===== src/rtl/pc_seq_pkg.sv =====
// pc_seq_pkg: shared types and defaults for the PC sequencer.
// State encoding, decoder flag bundle and exit-action selection.
package pc_seq_pkg;

   localparam int         PC_W_DEF        = 8;
   localparam int         JA_W_DEF        = 5;
   localparam int         STACK_DEPTH_DEF = 4;
   localparam logic [7:0] RESET_PC_DEF    = 8'h00;

   typedef enum logic [2:0] {
      ST_IDLE   = 3'd0,
      ST_FETCH  = 3'd1,
      ST_DECODE = 3'd2,
      ST_EXEC   = 3'd3,
      ST_HALT   = 3'd4
   } state_e;

   typedef enum logic [2:0] {
      ACT_INC,
      ACT_JUMP,
      ACT_CALL,
      ACT_RET,
      ACT_HALT
   } act_e;

   typedef struct packed {
      logic jump;
      logic halt;
      logic call;
      logic ret;
   } dec_flags_t;

   // Resolve the latched flags into one action, halt > ret > call > jump.
   // Without a stack, call degrades to jump and ret to increment.
   function automatic act_e pick_act(
      input dec_flags_t f,
      input bit         stack_en
   );
      act_e a;
      a = ACT_INC;
      if (f.halt) begin
         a = ACT_HALT;
      end else if (f.ret) begin
         a = stack_en ? ACT_RET : ACT_INC;
      end else if (f.call) begin
         a = stack_en ? ACT_CALL : ACT_JUMP;
      end else if (f.jump) begin
         a = ACT_JUMP;
      end
      return a;
   endfunction

endpackage


===== src/rtl/pc_call_stack.sv =====
// pc_call_stack: small LIFO of return addresses.
// Pushes when full and pops when empty are dropped and strobed.
module pc_call_stack
   import pc_seq_pkg::*;
#(
   parameter  int DEPTH = STACK_DEPTH_DEF,
   parameter  int W     = PC_W_DEF,
   localparam int CW    = $clog2(DEPTH + 1)
) (
   input  logic          clk,
   input  logic          rst_n,
   input  logic          push,
   input  logic          pop,
   input  logic [W-1:0]  din,
   output logic [W-1:0]  top,
   output logic          full,
   output logic          empty,
   output logic [CW-1:0] count,
   output logic          ovf,
   output logic          unf
);

   logic [W-1:0]  mem_q [DEPTH];
   logic [W-1:0]  mem_d [DEPTH];
   logic [CW-1:0] cnt_q;
   logic [CW-1:0] cnt_d;

   assign full  = (cnt_q == CW'(DEPTH));
   assign empty = (cnt_q == '0);
   assign count = cnt_q;
   assign ovf   = push & full;
   assign unf   = pop & empty;

   // Present the most recently pushed entry.
   always_comb begin
      top = '0;
      for (int i = 0; i < DEPTH; i++) begin
         if (CW'(i + 1) == cnt_q) begin
            top = mem_q[i];
         end
      end
   end

   // Write at the fill level on push, shrink on pop.
   always_comb begin
      mem_d = mem_q;
      cnt_d = cnt_q;
      if (push && !full) begin
         for (int i = 0; i < DEPTH; i++) begin
            if (CW'(i) == cnt_q) begin
               mem_d[i] = din;
            end
         end
         cnt_d = cnt_q + CW'(1);
      end else if (pop && !empty) begin
         cnt_d = cnt_q - CW'(1);
      end
   end

   // Storage and fill level; reset empties the stack.
   always_ff @(posedge clk or negedge rst_n) begin
      if (!rst_n) begin
         for (int i = 0; i < DEPTH; i++) begin
            mem_q[i] <= '0;
         end
         cnt_q <= '0;
      end else begin
         mem_q <= mem_d;
         cnt_q <= cnt_d;
      end
   end

endmodule


===== src/rtl/pc_sequencer.sv =====
// pc_sequencer: fetch/decode/execute sequencer owning the PC.
// Define PC_CALL_STACK_EN to add the call/return stack.
module pc_sequencer
   import pc_seq_pkg::*;
#(
   parameter int              PC_W        = PC_W_DEF,
   parameter int              JA_W        = JA_W_DEF,
   parameter int              STACK_DEPTH = STACK_DEPTH_DEF,
   parameter logic [PC_W-1:0] RESET_PC    = PC_W'(RESET_PC_DEF)
) (
   input  logic            CLK,
   input  logic            RST_N,
   input  logic            start,
   output logic            imem_req,
   output logic [PC_W-1:0] imem_addr,
   input  logic            imem_ack,
   input  logic            dec_jump,
   input  logic            dec_halt,
   input  logic            dec_call,
   input  logic            dec_ret,
   input  logic [JA_W-1:0] dec_addr,
   input  logic            exec_stall,
   output logic            ir_load,
   output logic            exec_en,
   output logic [PC_W-1:0] pc,
   output logic            halted,
   output logic            stack_err
);

`ifdef PC_CALL_STACK_EN
   localparam bit STACK_EN = 1'b1;
`else
   localparam bit STACK_EN = 1'b0;
`endif

   state_e          state_q;
   state_e          state_d;
   logic [PC_W-1:0] pc_q;
   logic [PC_W-1:0] pc_d;
   dec_flags_t      dec_q;
   dec_flags_t      dec_d;
   logic [JA_W-1:0] tgt_q;
   logic [JA_W-1:0] tgt_d;
   logic            err_q;
   logic            err_d;

   logic [PC_W-1:0] pc_inc;
   logic [PC_W-1:0] tgt_ext;
   act_e            act;
   logic            push_req;
   logic            pop_req;
   logic [PC_W-1:0] stk_top;
   logic            stk_empty;
   logic            stk_ovf;
   logic            stk_unf;

   assign pc_inc  = pc_q + 1'b1;
   assign tgt_ext = PC_W'(tgt_q);
   assign act     = pick_act(dec_q, STACK_EN);

`ifdef PC_CALL_STACK_EN
   logic                             unused_full;
   logic [$clog2(STACK_DEPTH+1)-1:0] unused_count;

   pc_call_stack #(
      .DEPTH (STACK_DEPTH),
      .W     (PC_W)
   ) u_stack (
      .clk   (CLK),
      .rst_n (RST_N),
      .push  (push_req),
      .pop   (pop_req),
      .din   (pc_inc),
      .top   (stk_top),
      .full  (unused_full),
      .empty (stk_empty),
      .count (unused_count),
      .ovf   (stk_ovf),
      .unf   (stk_unf)
   );
`else
   logic unused_stk;

   assign stk_top    = '0;
   assign stk_empty  = 1'b1;
   assign stk_ovf    = 1'b0;
   assign stk_unf    = 1'b0;
   assign unused_stk = ^{push_req, pop_req, STACK_DEPTH};
`endif

   // Outputs decode from state; ir_load follows ack inside FETCH.
   assign imem_req  = (state_q == ST_FETCH);
   assign imem_addr = imem_req ? pc_q : '0;
   assign ir_load   = imem_req & imem_ack;
   assign exec_en   = (state_q == ST_EXEC);
   assign halted    = (state_q == ST_HALT);
   assign pc        = pc_q;
   assign stack_err = err_q & STACK_EN;

   // Next state, PC update on EXEC exit, decoder flag capture.
   always_comb begin
      state_d  = state_q;
      pc_d     = pc_q;
      dec_d    = dec_q;
      tgt_d    = tgt_q;
      push_req = 1'b0;
      pop_req  = 1'b0;
      unique case (state_q)
         ST_IDLE: begin
            if (start) begin
               state_d = ST_FETCH;
            end
         end
         ST_FETCH: begin
            if (imem_ack) begin
               state_d = ST_DECODE;
            end
         end
         ST_DECODE: begin
            dec_d.jump = dec_jump;
            dec_d.halt = dec_halt;
            dec_d.call = dec_call;
            dec_d.ret  = dec_ret;
            tgt_d      = dec_addr;
            state_d    = ST_EXEC;
         end
         ST_EXEC: begin
            if (!exec_stall) begin
               state_d = ST_FETCH;
               unique case (act)
                  ACT_HALT: begin
                     state_d = ST_HALT;
                  end
                  ACT_RET: begin
                     pop_req = 1'b1;
                     pc_d    = stk_empty ? pc_inc : stk_top;
                  end
                  ACT_CALL: begin
                     push_req = 1'b1;
                     pc_d     = tgt_ext;
                  end
                  ACT_JUMP: begin
                     pc_d = tgt_ext;
                  end
                  default: begin
                     pc_d = pc_inc;
                  end
               endcase
            end
         end
         ST_HALT: begin
            if (start) begin
               pc_d    = pc_inc;
               state_d = ST_FETCH;
            end
         end
         default: begin
            state_d = ST_IDLE;
         end
      endcase
   end

   // Sticky error collects dropped pushes and pops.
   always_comb begin
      err_d = err_q | stk_ovf | stk_unf;
   end

   // State, PC, latched decode and error registers.
   always_ff @(posedge CLK or negedge RST_N) begin
      if (!RST_N) begin
         state_q <= ST_IDLE;
         pc_q    <= RESET_PC;
         dec_q   <= '0;
         tgt_q   <= '0;
         err_q   <= 1'b0;
      end else begin
         state_q <= state_d;
         pc_q    <= pc_d;
         dec_q   <= dec_d;
         tgt_q   <= tgt_d;
         err_q   <= err_d;
      end
   end

endmodule


===== config.mk =====
export PLATFORM = sky130hd
export DESIGN_NAME = pc_sequencer
export DESIGN_NICKNAME = d
export VERILOG_FILES = /design/src/rtl/pc_seq_pkg.sv /design/src/rtl/pc_call_stack.sv /design/src/rtl/pc_sequencer.sv
export SDC_FILE = /design/constraint.sdc
export NUM_CORES = 1
export LEC_CHECK = 0
export CAP_MARGIN = 40
export CORE_UTILIZATION = 45
export DETAILED_ROUTE_END_ITERATION = 12
export PLACE_DENSITY = 0.81
export SLEW_MARGIN = 25
export SYNTH_ARGS = -nofsm -noshare
export SYNTH_HDL_FRONTEND = slang
export SYNTH_SLANG_ARGS = --single-unit

===== constraint.sdc =====
create_clock -name CLK -period 2.1 [get_ports CLK]
set_input_delay 0.42 -clock CLK [delete_from_list [all_inputs] [get_ports CLK]]
set_output_delay 0.42 -clock CLK [all_outputs]
set_load 0.1 [all_outputs]

# Word level (Yosys, flattened, before mapping)
# Cells that the tools add are included.
[totals]
ff_bits = 20
latch_bits = 0
ramBits = 0
rom_bits = 0
inputBits = 14
out_inout_bits = 21
wordCells = 41
n_memories = 0
[classes]
addsub = 1
mul = 0
div_mod_pow = 0
n_lt_le_gt_ge = 0
n_eq_ne = 12
n_shift = 0
mux = 14
bitwise = 1
n_reduce_logical = 6
[ops]
columns = ["operator", "n"]
rows = [
  ["one-hot mux 8 bit (2 select lines)", 2],
  ["2-to-1 mux 8 bit", 3],
  ["2-to-1 mux 3 bit", 6],
  ["one-hot mux 3 bit (4 select lines)", 1],
  ["equality test 3 x 2 -> 1 bit, second input constant", 3],
  ["adder 8 x 1 -> 8 bit, second input constant", 1],
  ["equality test 3 x 1 -> 1 bit, second input constant", 2],
  ["equality test 3 bit, second input constant", 2],
  ["!= test 2 bit, second input constant", 3],
  ["!= test 2 x 1 -> 1 bit, second input constant", 2],
  ["AND reduction 4 bit", 1],
  ["OR reduction 2 bit", 2],
  ["zero test 3 bit", 1],
  ["AND reduction 3 bit", 1],
  ["2-to-1 mux 1 bit", 2],
  ["nonzero test 2 bit", 1],
  ["AND 1 bit", 1],
]

# Longest topological paths before layout
[logic_depth]
ltp_word = 9
mapped_depth = 6
depth_no_buf = 5

# Worst setup path before layout
# No wires, ideal clock.
[synth_path]
kind = "flip-flop to output port"
from = "register state_q[1]"
to = "output port imem_addr[0]"
t_arrival_ns = 4.001
required_time_ns = 1.680
slack_ns = -2.321
stages_incl_launch_ff = 4
n_path_buf = 1
cell_sequence = "dfrtp_1 > buf_4 > nor3b_1 > and2_1"
[synth_via]
elab_chain_len = 2
[synth_rtl]
columns = ["element", "line", "rtl"]
rows = [
  ["start, declared", "pc_sequencer.sv:36", "state_e state_q;"],
  ["start signal, assigned", "pc_sequencer.sv:177", "state_q <= state_d;"],
  ["equality test 3 x 1 -> 1 bit", "pc_sequencer.sv:92", "assign imem_req = (state_q == ST_FETCH);"],
  ["via imem_req", "pc_sequencer.sv:14", "output logic imem_req,"],
  ["2-to-1 mux 8 bit", "pc_sequencer.sv:93", "assign imem_addr = imem_req ? pc_q : '0;"],
  ["end, declared", "pc_sequencer.sv:15", "output logic [PC_W-1:0] imem_addr,"],
]
# The timed path passes the listed nets, and every way through them passes these cells.

# Worst setup path after layout
[layout_path]
from = "register state_q[1]"
to = "output port imem_addr[4]"
[layout_via]
elab_chain_len = 2
[layout_rtl]
columns = ["element", "line"]
rows = [
  ["equality test 3 x 1 -> 1 bit", "pc_sequencer.sv:92"],
  ["2-to-1 mux 8 bit", "pc_sequencer.sv:93"],
]
# No other way between the ends.

==> run_results.csv <==
group,metric,value,unit
detailed_routing,drc,0,
layout,syn_to_final_growth,54.85,%
detailed_routing,drtPass1Iterations,4,
die,core,2233,sq um
logic_synthesis,async_reset_ff_share,100.0,%
worst_setup_path,cp.arrival,1580,ps
global_route,grt_max_degree,21,
global_route,grt_util_all_layers,20.13,%
clocking,clock-sinks,20,
layout,fillers,174,
clocking,root_buffer,"clkbuf_4",
worst_setup_path,cpLargestDelayFamily,"flip-flops",
sta,finalSetupViolCount,0,
layout,finish.utilization,74.17,%
logic_synthesis,synth_cell_types,33,
global_route,use_met1,23.05,%
logic_synthesis,synth_seq_cells,20,
logic_synthesis,synth.avg_cell_area,10.39,sq um
logic_synthesis,synth_top_family_by_area,"simple AND/OR/NAND/NOR gates",
worst_setup_path,criticalPathCategory,"reg2out",
logic_synthesis,ys_seq_area_share,46.78,%
die,dieArea,2576,sq um
die,boundaryPins,35,
worst_setup_path,endpoint_kind,"primary output",
detailed_routing,routed_via_density,5.565,
detailed_routing,dr_total_vias,946,
sta,min_period,2000,ps
place,gp_congestion,0.8006,
logic_synthesis,postSynthNetCount,118,
detailed_routing,avgRoutedWirePerCell,13.44,microns
global_route,groute.layer.met2.usage,37.11,%
layout,drive_above_1_share,38.03,%
worst_setup_path,cp_slowest_cell,"dfrtp_1",
global_route,grt_first_pass_wirelength,3877,microns
place,port_buffers,33,
clocking,cts_tree,"done",
die,start_util,47.90,%
logic_synthesis,synthFlopType,"dfrtp_1",
logic_synthesis,muxShareOfSynthArea,12.16,%
sta,min_period_over_period,95.25,%
logic_synthesis,synthAdderAreaFrac,1.170,%
clocking,clk_pin_slew,110,ps
layout,n_antenna_cell,0,
global_route,grt_overflow,0,
global_route,grt_pass1_vias,886,
worst_setup_path,crit_path_start_kind,"flop",
clocking,cts_inserted_buffers,3,
clocking,ctsHtreeMaxLevel,1,
detailed_routing,postRouteAntennaNets,0,
run,drv_cap,0,
clocking,holdBufCountCts,0,
sta,finalSetupTns,0,ps
logic_synthesis,synth_compound_area_share,14.39,%
sta,skew,1.948,ps
worst_setup_path,slowest_delay,530,ps
sta,setup_ws,99.73,ps
sta,rsz0062_at_grt,"false",
detailed_routing,drt_iter0_drc,18,
logic_synthesis,syn_inst,103,
clocking,clock_latency,300,ps
clocking,cts_buffer_depth,2,
worst_setup_path,crit_buf_inv,2,
sta,fmax,499.9,MHz
sta,finalHoldViolations,0,
min_path,hp-class,"in2async",
logic_synthesis,synth_edf_count,0,
logic_synthesis,synthSimpleGateAreaFrac,19.88,%
place,post_dp_cell_area,1580,sq um
worst_setup_path,path_cells,"nor3b_4 > buf_4 > and2_4 > buf_12",
worst_setup_path,path_max_fanout,9,
layout,nets,158,
sta,maxSlewViolCount,0,
die,die_x,50.76,microns
global_route,antenna_found_initial,0,
die,dieHeight,50.76,microns
worst_setup_path,cp.required,1680,ps
status,outcome,"complete, no violations",
logic_synthesis,synthesis.area,1070,sq um
die,fp-row-count,17,
global_route,grtUsageMet3,2.727,%
global_route,top_usage_layer,"met2",
place,pre_cts_slack,250.8,ps
logic_synthesis,yosys_warnings,0,
layout,fin_area,1657,sq um
detailed_routing,routed_wl,2285,microns
place,hpwl,1793,microns
logic_synthesis,yosys.area_share.xor_xnor,0,%
final timing paths:
path,from,to,slack [ps],cells past startpoint
setup / recovery,state_q[1],imem_addr[4],100,4
min in group CLK,dec_q[1],dec_q[1],520,1
hold reg to reg,dec_q[1],dec_q[1],520,1
max in group asynchronous,RST_N,state_q[0],1450,2
hold / removal,RST_N,pc[3],430,2
setup reg to reg,state_q[2],pc[7],220,4
sequential cells by signal, summed over array words and instances (netlist names):
name,cells
dec_q,4
pc,8
tgt_q,5
state_q,3
placed cells by master, fill, tap and decap left out, types with 3 or more instances in the layout:
cell / n
clkbuf_4: 3
and2_4: 9
mux2_2: 8
clkdlybuf4s50_1: 13
inv_1: 6
nor2_1: 5
dfrtp_1: 19
a22o_1: 3
a21oi_1: 4
buf_4: 15
o21ai_0: 4
mux2i_1: 4
nand2_1: 6
buf_12: 12
stage by stage:
stage               cells  hold slack (ps)
floorplan             103            124.4
global placement      163            493.1
detailed placement    163            497.0
CTS                   170            437.0
global route          170            443.6
finish                170            434.1
synth_stat cells (3+ instances only):
cell type	number	share of area (%)
a21oi_1	5	2.3
nand2_1	6	2.1
a22o_1	3	2.5
nor3b_1	3	2.1
a22oi_1	3	2.1
buf_4	3	2.1
mux2i_1	4	3.7
inv_1	6	2.1
dfrtp_1	20	47
mux2_2	8	8.4
and2_1	9	5.3
o21ai_0	4	1.9
nor2_1	5	1.8
worst reg2reg max path, cell delays in order (launching register included):
cell and delay (ps):
dfrtp_1 480, nor3b_4 190, or4_1 660, a21o_1 230, a22o_1 220
kinds of logic after synthesis:
group / Yosys count
AND/OR/NAND/NOR: 35
AO/OA/AOI/OAI: 23
flip-flops: 20
multiplexers: 12
buffers and inverters: 11
adder cells (fa/ha/maj): 1
other: 1
area by class of cell:
cell class,count,area (sq um),area share [%]
Tap cell,28,35.03,2.115
Clock buffer,3,22.52,1.360
Timing Repair Buffer,40,483.0,29.15
Clock inverter,1,30.03,1.813
Sequential cell,20,501.7,30.29
Inverter,6,22.52,1.360
Multi-Input combinational cell,72,561.8,33.91
what timing repair did:
action / 4_1_cts / 5_1_grt
buffers inserted: 3 / 0
gates resized for setup: 0 / 1
endpoints found under the setup margin: 9 / 9
metal layers:
layer / part of all wire [%] / vias to the layer above
met1: 39 / 461
met4: 2.1 / 0
met5: 0 / -
li1: - / 447
met3: 4.0 / 7
met2: 55 / 31
Power is left out: the tool's default activity adds up to more than one toggle a clock period on the data nets, which glitch-free logic cannot reach.
